## src/rtl/sysid_info_regs.sv

```systemverilog
// sysid_info_regs
//   Avalon-MM slave exposing system identity, build timestamp, a 64-bit
//   uptime counter with coherent LO/HI snapshot, a control register and
//   byte-writable scratch words. Reads have a fixed, parameterised latency
//   and are qualified by readdatavalid. There is no waitrequest: every
//   access is accepted in the cycle it is presented.
//
// Ports
//   clock          in   sole clock, rising edge
//   reset_n        in   synchronous active-low reset
//   address[3:0]   in   word address
//   read           in   read strobe
//   write          in   write strobe (wins over a simultaneous read)
//   byteenable[3:0]in   write byte lanes
//   writedata[31:0]in   write data
//   readdata[31:0] out  read data, 0 whenever readdatavalid is low
//   readdatavalid  out  one-cycle read response qualifier
//
// Register map (word addresses)
//   0 ID        1 TS        2 UPTIME_LO (also latches HI_SNAP)
//   3 UPTIME_HI 4 CTRL      5 INFO      8.. SCRATCH
module sysid_info_regs #(
  parameter logic [31:0] SYSTEM_ID    = 32'd7,
  parameter logic [31:0] TIMESTAMP    = 32'd1383705343,
  parameter int          N_SCRATCH    = 4,
  parameter int          READ_LATENCY = 1,
  // Value the uptime counter takes while reset is applied. Leave at 0 in
  // real systems; a non-zero value lets simulation reach the 32-bit
  // carry without running billions of cycles.
  parameter logic [63:0] UPTIME_INIT  = 64'd0
) (
  input  logic        clock,
  input  logic        reset_n,
  input  logic [3:0]  address,
  input  logic        read,
  input  logic        write,
  input  logic [3:0]  byteenable,
  input  logic [31:0] writedata,
  output logic [31:0] readdata,
  output logic        readdatavalid
);

  localparam int DATA_W = 32;
  localparam int STAGES = READ_LATENCY;

  localparam logic [3:0]        NSCR      = 4'(N_SCRATCH);
  localparam logic [DATA_W-1:0] INFO_WORD = {16'h0000, 8'h02, 4'(READ_LATENCY), NSCR};

  if (N_SCRATCH < 0 || N_SCRATCH > 8) begin : g_bad_n_scratch
    $error("sysid_info_regs: N_SCRATCH must be in 0..8");
  end
  if (READ_LATENCY < 1 || READ_LATENCY > 4) begin : g_bad_read_latency
    $error("sysid_info_regs: READ_LATENCY must be in 1..4");
  end

  logic              rd_acc;
  logic              wr_acc;
  logic              ctrl_wr;
  logic              clear_wr;
  logic              scr_hit;
  logic              freeze;
  logic [63:0]       uptime;
  logic [31:0]       hi_snap;
  logic [DATA_W-1:0] scratch [8];
  logic [DATA_W-1:0] rd_word;
  logic [DATA_W-1:0] rd_data_p [STAGES];
  logic              vld_p     [STAGES];

  // A simultaneous write drops the read; nothing is accepted during reset.
  assign rd_acc   = read & ~write & reset_n;
  assign wr_acc   = write & reset_n;
  assign ctrl_wr  = wr_acc && (address == 4'd4) && byteenable[0];
  assign clear_wr = ctrl_wr && writedata[1];
  assign scr_hit  = address[3] && ({1'b0, address[2:0]} < NSCR);

  always_ff @(posedge clock) begin
    if (!reset_n) begin
      freeze <= 1'b0;
    end else if (ctrl_wr) begin
      freeze <= writedata[0];
    end
  end

  // CLEAR beats the increment; the increment uses the pre-edge FREEZE.
  always_ff @(posedge clock) begin
    if (!reset_n) begin
      uptime <= UPTIME_INIT;
    end else if (clear_wr) begin
      uptime <= '0;
    end else if (!freeze) begin
      uptime <= uptime + 64'd1;
    end
  end

  // HI_SNAP takes the same pre-increment value the LO read returns.
  always_ff @(posedge clock) begin
    if (!reset_n) begin
      hi_snap <= '0;
    end else if (rd_acc && (address == 4'd2)) begin
      hi_snap <= uptime[63:32];
    end
  end

  // Words at or above N_SCRATCH are never written and stay at 0.
  always_ff @(posedge clock) begin
    if (!reset_n) begin
      for (int i = 0; i < 8; i++) scratch[i] <= '0;
    end else if (wr_acc && scr_hit) begin
      for (int b = 0; b < 4; b++) begin
        if (byteenable[b]) scratch[address[2:0]][8*b +: 8] <= writedata[8*b +: 8];
      end
    end
  end

  always_comb begin
    rd_word = '0;
    case (address)
      4'd0:    rd_word = SYSTEM_ID;
      4'd1:    rd_word = TIMESTAMP;
      4'd2:    rd_word = uptime[31:0];
      4'd3:    rd_word = hi_snap;
      4'd4:    rd_word = {30'd0, 1'b0, freeze};
      4'd5:    rd_word = INFO_WORD;
      default: if (scr_hit) rd_word = scratch[address[2:0]];
    endcase
  end

  // ---- stage p0: sample register state in the acceptance cycle ----
  // ---- stages p1..: plain shift, data unreset, valid reset ----
  always_ff @(posedge clock) begin
    if (rd_acc) rd_data_p[0] <= rd_word;
    for (int i = 1; i < STAGES; i++) rd_data_p[i] <= rd_data_p[i-1];
  end

  always_ff @(posedge clock) begin
    if (!reset_n) begin
      for (int i = 0; i < STAGES; i++) vld_p[i] <= 1'b0;
    end else begin
      vld_p[0] <= rd_acc;
      for (int i = 1; i < STAGES; i++) vld_p[i] <= vld_p[i-1];
    end
  end

  // ---- output: data forced to 0 whenever no response is presented ----
  assign readdatavalid = vld_p[STAGES-1];
  assign readdata      = vld_p[STAGES-1] ? rd_data_p[STAGES-1] : '0;

endmodule

```

## config.mk

```make
export PLATFORM = sky130hd
export DESIGN_NAME = sysid_info_regs
export DESIGN_NICKNAME = d
export VERILOG_FILES = /design/src/rtl/sysid_info_regs.sv
export SDC_FILE = /design/constraint.sdc
export NUM_CORES = 1
export LEC_CHECK = 0
export CAP_MARGIN = 20
export CORE_MARGIN = 2
export CORE_UTILIZATION = 57
export DETAILED_ROUTE_END_ITERATION = 16
export GPL_ROUTABILITY_DRIVEN = 1
export GPL_TIMING_DRIVEN = 0
export PLACE_DENSITY = 0.77
export SYNTH_ARGS = -nofsm -noshare
export SYNTH_HDL_FRONTEND = slang
export SYNTH_SLANG_ARGS = --single-unit
```

## constraint.sdc

```tcl
create_clock -name clock -period 4.15 [get_ports clock]
set_clock_uncertainty 0.05 [all_clocks]
set_input_delay 0.415 -clock clock [delete_from_list [all_inputs] [get_ports clock]]
set_output_delay 0.415 -clock clock [all_outputs]
set_load 0.005 [all_outputs]
```

==> metrics.txt, run 1 <==
largest net degree at the start of global routing=25; Nets=1229; io pins=77; Worst R2R Setup Slack=1.19 ns; Initial DRC Count=1261; Reg area=6770 um^2; WS Path Type=in2reg; P per Cell Area=404 nW/um^2; RR Startpoint=uptime[0]; clock power share=43.7%; Clock transition at path regs=0.07 ns; Leak Pwr=4.73 nW; number of synthesized flops with an enable pin=160; Max Cap Viol=0; # DRC=0; Port-buffer cells=74; synth top area cells=edfxtp_1 (41%), dfxtp_1 (17%), and2_1 (8.8%); 1st-pass router iterations=6; Slowest-stage cell, CP=nor3_1; Cell Area, Synth=11800 um^2; Slew Viols, Final=0; met2 Track Usage GR=46.6%; Cell Int Power=0.00439 W; Die W=148 um; WHS=0.357 ns; CP Launch Type=primary input; Switch Pwr=0.00124 W; post-route minimum period=3.17 ns; Logic pwr share=6.1%; Max Clock Freq=316 MHz; Distinct cells, synth=54; setup repair after global routing missed its margin=no; CP Capture Type=register; Skew-Pair Late Insertion Delay=0.55 ns; Yosys top cell area share=40.6%; core box area=20300 um^2; global placer's final weighted congestion=0.934; share of flip-flops with an asynchronous set or reset=0%; htree depth=1; routed len/inst=21.3 um; Ys Warns=0; Die Span Y=148 um; Fin. Hold Viols=0; vias=8986; outcome=finished, final reports clean; worst hold path depth=3; FF+latch count, synth=258; register share of total power=50.2%; root cell of the clock tree=clkbuf_16; Rows=52; critical path data arrival time=3.30 ns; grt total ovfl=0; Post-CTS Resized=0; Post-CTS Setup Repair Bufs=0; initial core utilization=58.3%; FF-to-FF End=uptime[44]; Buf+Inv Stages, Crit Path=1; final setup margin=0.982 ns; Sw Ratio=22.1%; dpl ws=0.429 ns; maximum root-to-sink buffer count=3; dpl hpwl=22.9 mm; GRT Total Usage=28.7%; WL final=31.5 mm; Tightest Pin Transition=1.02 ns; initial antenna violation count=0; Syn Area/Cell=11.1 um^2; Multi-input gate area=4800 um^2; total clock sinks=258; vias in the first global route=8664; CP startpoint=address[3]; Slew Limit Headroom=32.1%; TritonCTS buffer count=27; worst endpoint required time=4.28 ns; global route hottest layer=met2; CP Cell Sequence=clkdlybuf4s50_1, nor2b_1, and3_1, nand2_1, nor3_1, nand2b_1; Worst path max stage delay=0.79 ns; Max IR drop VDD=0.000391 V; CP max FO=9; cell taking the most area after synthesis=edfxtp_1; M1 GR Usage=40.2%; WP depth=6; worst-case reg-to-reg path depth=7; Synth-to-Final Area Change=17.9%; Syn Nets=1111; CTS hold repair buffers=0; fill count=1529; post-DR vias/cell=6.09; worst setup path end=scratch[3][13]; final critical-path share of the clock period=76.3%; cells after synthesis=1066; die area=21900 um^2; CTS tree=done; first-pass GRT wire length=48.3 mm; setup violators final=0; ant diodes=0; worst min path class=in2reg; share of cells above drive strength 1=8.55%; Most used DFF post-synth=edfxtp_1; post-route ant nets=0; post-synthesis sequential area ratio=57.2%; met3 GRT Util=4.85%; delay-heaviest family, CP=simple AND/OR/NAND/NOR gates
## logic make-up (layout without fill, tap and decap cells)
family,after synthesis,in the layout,synth area share (%)
simple gates,513,513,23.6
flops,258,258,57.2
compound gates,147,147,7.55
buf+inv,73,212,2.33
xor+xnor,39,39,2.89
mux,35,35,6.35
fa+ha+maj,1,1,0.106
## power groups by stage
stage / combinational (W) / sequential (W) / clock, W
floorplan: 0.000177 / 0.00287 / 0
global placement: 0.000324 / 0.00288 / 0
detailed placement: 0.000337 / 0.00288 / 0
CTS: 0.000339 / 0.00283 / 0.00247
global route: 0.000367 / 0.00283 / 0.00257
finish: 0.000344 / 0.00283 / 0.00246
## flip-flops by register name, indices dropped and copies added, names as in the netlist
signal,cells
scratch,128
rd_data_p,32
vld_p,1
freeze,1
uptime,64
hi_snap,32
## layout make-up
cell class | count | share of cell area (%)
buffer | 52 | 1.41
clock buffer | 34 | 5.25
clock inverter | 16 | 1.21
inverter | 21 | 0.565
multi-input combinational | 735 | 34.4
sequential | 258 | 48.5
tap | 270 | 2.42
timing repair buffer | 89 | 6.23
## through the flow
stage                     total power, W  TNS [ns]  utilization (%)  instance area (um^2)  instances
final                            0.00563         0             68.7                 13900       1475
after global routing             0.00577         0             68.7                 13900       1475
after CTS                        0.00563         0             68.5                 13900       1471
after detailed placement         0.00322         0             64.1                 13000       1421
after global placement           0.00320     -9.99             63.6                 12900       1410
after floorplan                  0.00305         0                -                 11800       1066
## Yosys cell counts, types with 8 or more instances
cell / n
edfxtp_1: 160
a21oi_1: 72
o31ai_1: 21
and4_1: 8
nand2_1: 115
dfxtp_1: 98
a222oi_1: 12
nor3_1: 12
xnor2_1: 11
or3_1: 15
mux4_2: 32
o21ai_0: 27
nor4_1: 10
nor2_1: 79
clkbuf_1: 46
inv_1: 20
xor2_1: 28
nand4_1: 26
nand2b_1: 8
or4_1: 10
nand3_1: 33
and2_1: 166
## per-layer routing
layer / share of wire (%) / wire, um
met5: 0 / 0
met4: 2.8 / 887
met3: 9.2 / 2910
met2: 48 / 15000
met1: 40 / 12700
## placed cells by master (no fill, tap or decap), types with 10 or more instances in the layout
| cell type | instances |
|---|---|
| a21oi_1 | 72 |
| xor2_1 | 28 |
| nor2_1 | 78 |
| and2_1 | 166 |
| nand4_1 | 26 |
| nor3_1 | 12 |
| xnor2_1 | 11 |
| nand2_1 | 115 |
| clkbuf_16 | 27 |
| clkdlybuf4s50_1 | 74 |
| inv_1 | 20 |
| o21ai_0 | 27 |
| clkbuf_1 | 50 |
| dfxtp_1 | 98 |
| or4_1 | 10 |
| o31ai_1 | 21 |
| nand3_1 | 33 |
| nor4_1 | 10 |
| edfxtp_1 | 160 |
| or3_1 | 15 |
| a222oi_1 | 12 |
| mux4_2 | 32 |
## worst register-to-register path: cells and delay by family, from the launching register on
kind | cells | cell delay [ns]
and+or+nand+nor | 4 | 1.61
DFF | 1 | 0.50
buffers and inverters | 1 | 0.31
adders and majority gates | 1 | 0.29
AOI/OAI and AO/OA | 1 | 0.13
## how the worst min path moves through the flow
stage / start / to / slack [ns]
final: reset_n / hi_snap[25] / 0.36
after global routing: reset_n / hi_snap[25] / 0.39
after CTS: reset_n / hi_snap[24] / 0.33
after detailed placement: hi_snap[21] / hi_snap[21] / 0.40
after global placement: hi_snap[31] / hi_snap[31] / 0.40
after floorplan: hi_snap[10] / hi_snap[10] / 0.39
Note: power is estimated with default switching activity, not from simulation.
==> run 2, diff against run 1 <==
CORE_UTILIZATION = 52   (was 57)
PLACE_DENSITY = 0.74   (was 0.77)
clock period = 2.6 ns   (was 4.15 ns; I/O delays follow)
==> run 2 against run 1 <==
- power increased by 59%
- sequential share of layout area decreased by 0.21 points
- final cell count increased by 0.27%
- first-iteration DRC count decreased by 26%
- combinational power increased by 55%
- hold slack got worse by 0.18 ns
- critical endpoint is now uptime[63]
- largest cell class unchanged
==> metrics.txt, run 2 (synthesis gave the netlist of run 1 again) <==
Cell Int Power=0.00701 W; global route hottest layer=met2; setup violators final=0; post-DR vias/cell=6.02; CP Capture Type=register; Max Cap Viol=0; maximum root-to-sink buffer count=3; htree depth=1; RR Startpoint=uptime[31]; fill count=1729; setup repair after global routing missed its margin=yes; final core utilization=62.3%; share of cells above drive strength 1=9.63%; largest net degree at the start of global routing=35; outcome=finished, final reports clean; grt total ovfl=0; core box area=22500 um^2; Worst R2R Setup Slack=0.04 ns; biggest regs=scratch (128), uptime (64); commonest cells after routing, fill and taps aside=and2_1 (166), edfxtp_1 (160), nand2_1 (115); initial antenna violation count=0; # DRC=0; most common cell after layout, fill and taps aside=and2_1; worst-case reg-to-reg path depth=5; met3 GRT Util=3.70%; Fin. Hold Viols=0; Slew Limit Headroom=30.6%; post-route minimum period=2.56 ns; Die Span Y=155 um; max reg flops=128; initial core utilization=52.6%; worst setup path end=uptime[63]; CP max FO=6; dpl hpwl=22.7 mm; CP Launch Type=register; first-pass GRT wire length=48.2 mm; WHS=0.177 ns; GRT Total Usage=25.9%; root cell of the clock tree=clkbuf_16; Synth-to-Final Area Change=18.4%; critical path data arrival time=2.97 ns; Leak Pwr=4.75 nW; Max IR drop VDD=0.000526 V; Nets=1220; Max Clock Freq=390 MHz; Slew Viols, Final=0; total power=0.00894 W; CTS tree=done; io pins=77; Largest Register=scratch; ant diodes=0; post-route ant nets=0; M1 GR Usage=33.9%; clock power share=43.5%; Worst path max stage delay=0.67 ns; met2 Track Usage GR=44.1%; FF-to-FF End=uptime[63]; register share of total power=50.5%; P per Cell Area=638 nW/um^2; Tightest Pin Transition=1.04 ns; WS Path Type=reg2reg; worst min path class=in2reg; CP Cell Sequence=nand4_1, or4_1, nor4_1, nand4bb_1, a21oi_1; Rows=55; CTS hold repair buffers=0; Skew-Pair Late Insertion Delay=0.55 ns; die area=24000 um^2; WL final=30.9 mm; vias=8910; global placer's final weighted congestion=0.965; Die W=155 um; Clock transition at path regs=0.06 ns; final setup margin=0.0370 ns; dpl ws=-0.843 ns; Logic pwr share=6.0%; CP startpoint=uptime[31]; 1st-pass router iterations=6; Post-Place Cells=1431; Port-buffer cells=74; Sw Ratio=21.6%; routed len/inst=20.9 um; Slowest-stage cell, CP=or4_1; final critical-path share of the clock period=98.6%; vias in the first global route=8675; TritonCTS buffer count=27; worst endpoint required time=3.00 ns; Switch Pwr=0.00194 W; total clock sinks=258; Non-Filler Instances=1479; Initial DRC Count=937
==> run 2: cell types whose count changed in the layout (fill, tap and decap cells not counted), sizes merged <==
cell and change:
clkinv -2, clkbuf -1, bufinv +1, buf -8, inv -1
==> run 2: area by class of cell <==
class / instances / area (um^2) / area share, %
flip-flops and latches: 258 / 6770 / 48.3
clock inverters: 14 / 180 / 1.29
well taps: 285 / 357 / 2.55
clock buffers: 34 / 702 / 5.01
multi-input cells: 735 / 4940 / 35.2
plain buffers: 50 / 195 / 1.39
inverters: 21 / 78.8 / 0.563
repair buffers: 82 / 791 / 5.64
==> run 2: timing repair <==
action | in CTS | in global routing
endpoints found under the setup margin | 137 | 87
gates resized for setup | 16 | 23
pin swaps | 1 | 3
buffers inserted | 0 | 1
==> run 2: metrics by stage <==
step | cell area (um^2) | TNS, ns
2_1_floorplan | 11800 | 0
3_3_place_gp | 12900 | -130.78
3_5_place_dp | 13000 | -116.42
4_1_cts | 13900 | -0.00411
5_1_grt | 14000 | -0.195
6_report | 14000 | 0
==> run 2: power by group through the flow <==
stage	Clock (W)	Combinational (W)	Sequential, W
after global routing	0.00409	0.000568	0.00453
after global placement	0	0.000504	0.00460
after floorplan	0	0.000283	0.00458
after CTS	0.00391	0.000527	0.00452
final	0.00389	0.000534	0.00452
after detailed placement	0	0.000519	0.00460
==> run 2: worst min-delay path by stage <==
stage	startpoint	endpoint	slack, ns	cells past startpoint
2_1_floorplan	writedata[0]	freeze	0.36	2
3_3_place_gp	hi_snap[17]	hi_snap[17]	0.39	2
3_5_place_dp	hi_snap[23]	hi_snap[23]	0.40	2
4_1_cts	reset_n	hi_snap[25]	0.16	3
5_1_grt	reset_n	hi_snap[25]	0.21	3
6_report	reset_n	hi_snap[25]	0.18	3
==> run 2: layer usage <==
layer	up-vias	share of wire, %
met2	422	49
met3	83	7.7
met4	0	4.2
met1	4306	39
li1	4099	-
met5	-	0
==> run 2: critical path: cells and delay by family (launching register included) <==
| family | cells | cell delay, ns |
|---|---|---|
| DFF | 1 | 0.52 |
| AOI/OAI and AO/OA | 1 | 0.18 |
| and+or+nand+nor | 4 | 1.73 |
==> run 3, diff against run 2 <==
--- a/config.mk
+++ b/config.mk
@@ -6,5 +6,5 @@
 export NUM_CORES = 1
 export LEC_CHECK = 0
-export CAP_MARGIN = 20
+export CAP_MARGIN = 10
 export CORE_MARGIN = 2
 export CORE_UTILIZATION = 52
--- a/constraint.sdc
+++ b/constraint.sdc
@@ -3,3 +3,3 @@
 set_input_delay 0.26 -clock clock [delete_from_list [all_inputs] [get_ports clock]]
 set_output_delay 0.26 -clock clock [all_outputs]
-set_load 0.005 [all_outputs]
+set_load 0.05 [all_outputs]
==> run 3 against run 2 <==
- clock power fell by 1%
- core utilization fell by 0.26 points
- die area did not move
- final cell count fell by 0.14%
- largest cell class unchanged
- highest routed layer unchanged
==> metrics.txt, run 3 (synthesis gave the netlist of run 1 again) <==
Largest Register=scratch; Initial DRC Count=900; dpl hpwl=22.6 mm; Post-Place Cells=1427; Port-buffer cells=74; maximum root-to-sink buffer count=3; CP max FO=10; setup repair after global routing missed its margin=no; root cell of the clock tree=clkbuf_16; core box area=22500 um^2; 1st-pass router iterations=7; Skew-Pair Late Insertion Delay=0.56 ns; Tightest Pin Transition=1.10 ns; Max Clock Freq=394 MHz; Multi-input gate area=4940 um^2; TritonCTS buffer count=28; routed len/inst=20.9 um; most common cell after layout, fill and taps aside=and2_1; biggest regs=scratch (128), uptime (64); setup violators final=0; max reg flops=128; Slew Limit Headroom=26.6%; final core utilization=62.0%; post-route ant nets=0; outcome=finished, final reports clean; total clock sinks=258; CP Launch Type=register; vias in the first global route=8723; Max Cap Viol=0; post-DR vias/cell=6.03; Reg area=6770 um^2; Synth-to-Final Area Change=17.9%; Nets=1215; final setup margin=0.0607 ns; # DRC=0; Non-Filler Instances=1477; Design Area, Final=14000 um^2; total power=0.00893 W; global placer's final weighted congestion=0.965; post-route minimum period=2.54 ns; CTS tree=done; placed cell area=12900 um^2; die area=24000 um^2; Slew Viols, Final=0; io pins=77; Rows=55; WL final=30.9 mm; worst hold path depth=3; GRT Total Usage=26.0%; dpl ws=-0.911 ns; htree depth=1; Die Span Y=155 um; Leak Pwr=4.85 nW; WS Path Type=reg2out; worst-case reg-to-reg path depth=6; Clock transition at path regs=0.06 ns; largest net degree at the start of global routing=35; first-pass GRT wire length=48.1 mm; fill count=1755; Fin. Hold Viols=0; Post-CTS Setup Repair Bufs=0; CTS hold repair buffers=0; commonest cells after routing, fill and taps aside=and2_1 (166), edfxtp_1 (160), nand2_1 (115); grt total ovfl=0; ant diodes=0; worst min path class=in2reg; initial antenna violation count=0; critical path data arrival time=2.23 ns; worst endpoint required time=2.29 ns; initial core utilization=52.6%; P per Cell Area=640 nW/um^2; CP Capture Type=primary output; final critical-path share of the clock period=97.7%; vias=8899; share of cells above drive strength 1=9.40%; Max IR drop VDD=0.000493 V; Die W=155 um
run 3: changes by cell type in the layout (fill, tap and decap cells not counted), moves of 3 or more:
cell / previous run / this run
buf_4: 4 / 1
bufinv_16: 4 / 1
clkbuf_1: 48 / 52
dlygate4sd2_1: 0 / 30
clkdlybuf4s50_1: 74 / 44
buf_2: 5 / 2
o21ai_0: 22 / 18
o21ai_1: 5 / 9
run 3: layout make-up:
| class | instances | area share [%] |
|---|---|---|
| flip-flops and latches | 258 | 48.5 |
| inverters | 21 | 0.565 |
| clock buffers | 40 | 5.49 |
| multi-input cells | 735 | 35.4 |
| well taps | 285 | 2.56 |
| repair buffers | 76 | 5.13 |
| clock inverters | 12 | 0.915 |
| plain buffers | 50 | 1.39 |
run 3: timing repair:
item	CTS	global route
gates cloned	0	0
hold endpoints to repair	0	0
endpoints found under the setup margin	171	88
resized for setup	50	23
pin swaps	0	2
run 3: stage by stage:
stage,setup TNS (ns),hold WS [ns]
floorplan,0,0.357
global placement,-130.78,0.395
detailed placement,-131.94,0.400
CTS,0,0.144
global route,0,0.216
finish,0,0.177
run 3: report_power, final:
| group | internal (W) | total (W) | switching [W] |
|---|---|---|---|
| Sequential | 0.00447 | 0.00452 | 0.0000454 |
| Clock | 0.00217 | 0.00384 | 0.00167 |
| Combinational | 0.000214 | 0.000563 | 0.000348 |
run 3: per-layer routing:
metal	vias up	GRT usage [%]	part of all wire, %
met5	-	0	0
met3	84	3.50	7.3
met1	4309	34.4	40
li1	4097	-	-
met4	0	10.5	4.1
met2	409	43.6	49
run 3: final timing paths:
kind / startpoint / end / slack [ns]
min: reset_n / hi_snap[25] / 0.18
max reg2reg: uptime[11] / uptime[62] / 0.08
min reg2reg: hi_snap[13] / hi_snap[13] / 0.41
max: vld_p[0] / readdata[9] / 0.06
run 3: critical path: stages (launching register included):
cell and delay, ns:
dfxtp_1 0.62, clkbuf_2 0.31, and2_1 0.20, dlygate4sd2_1 0.54
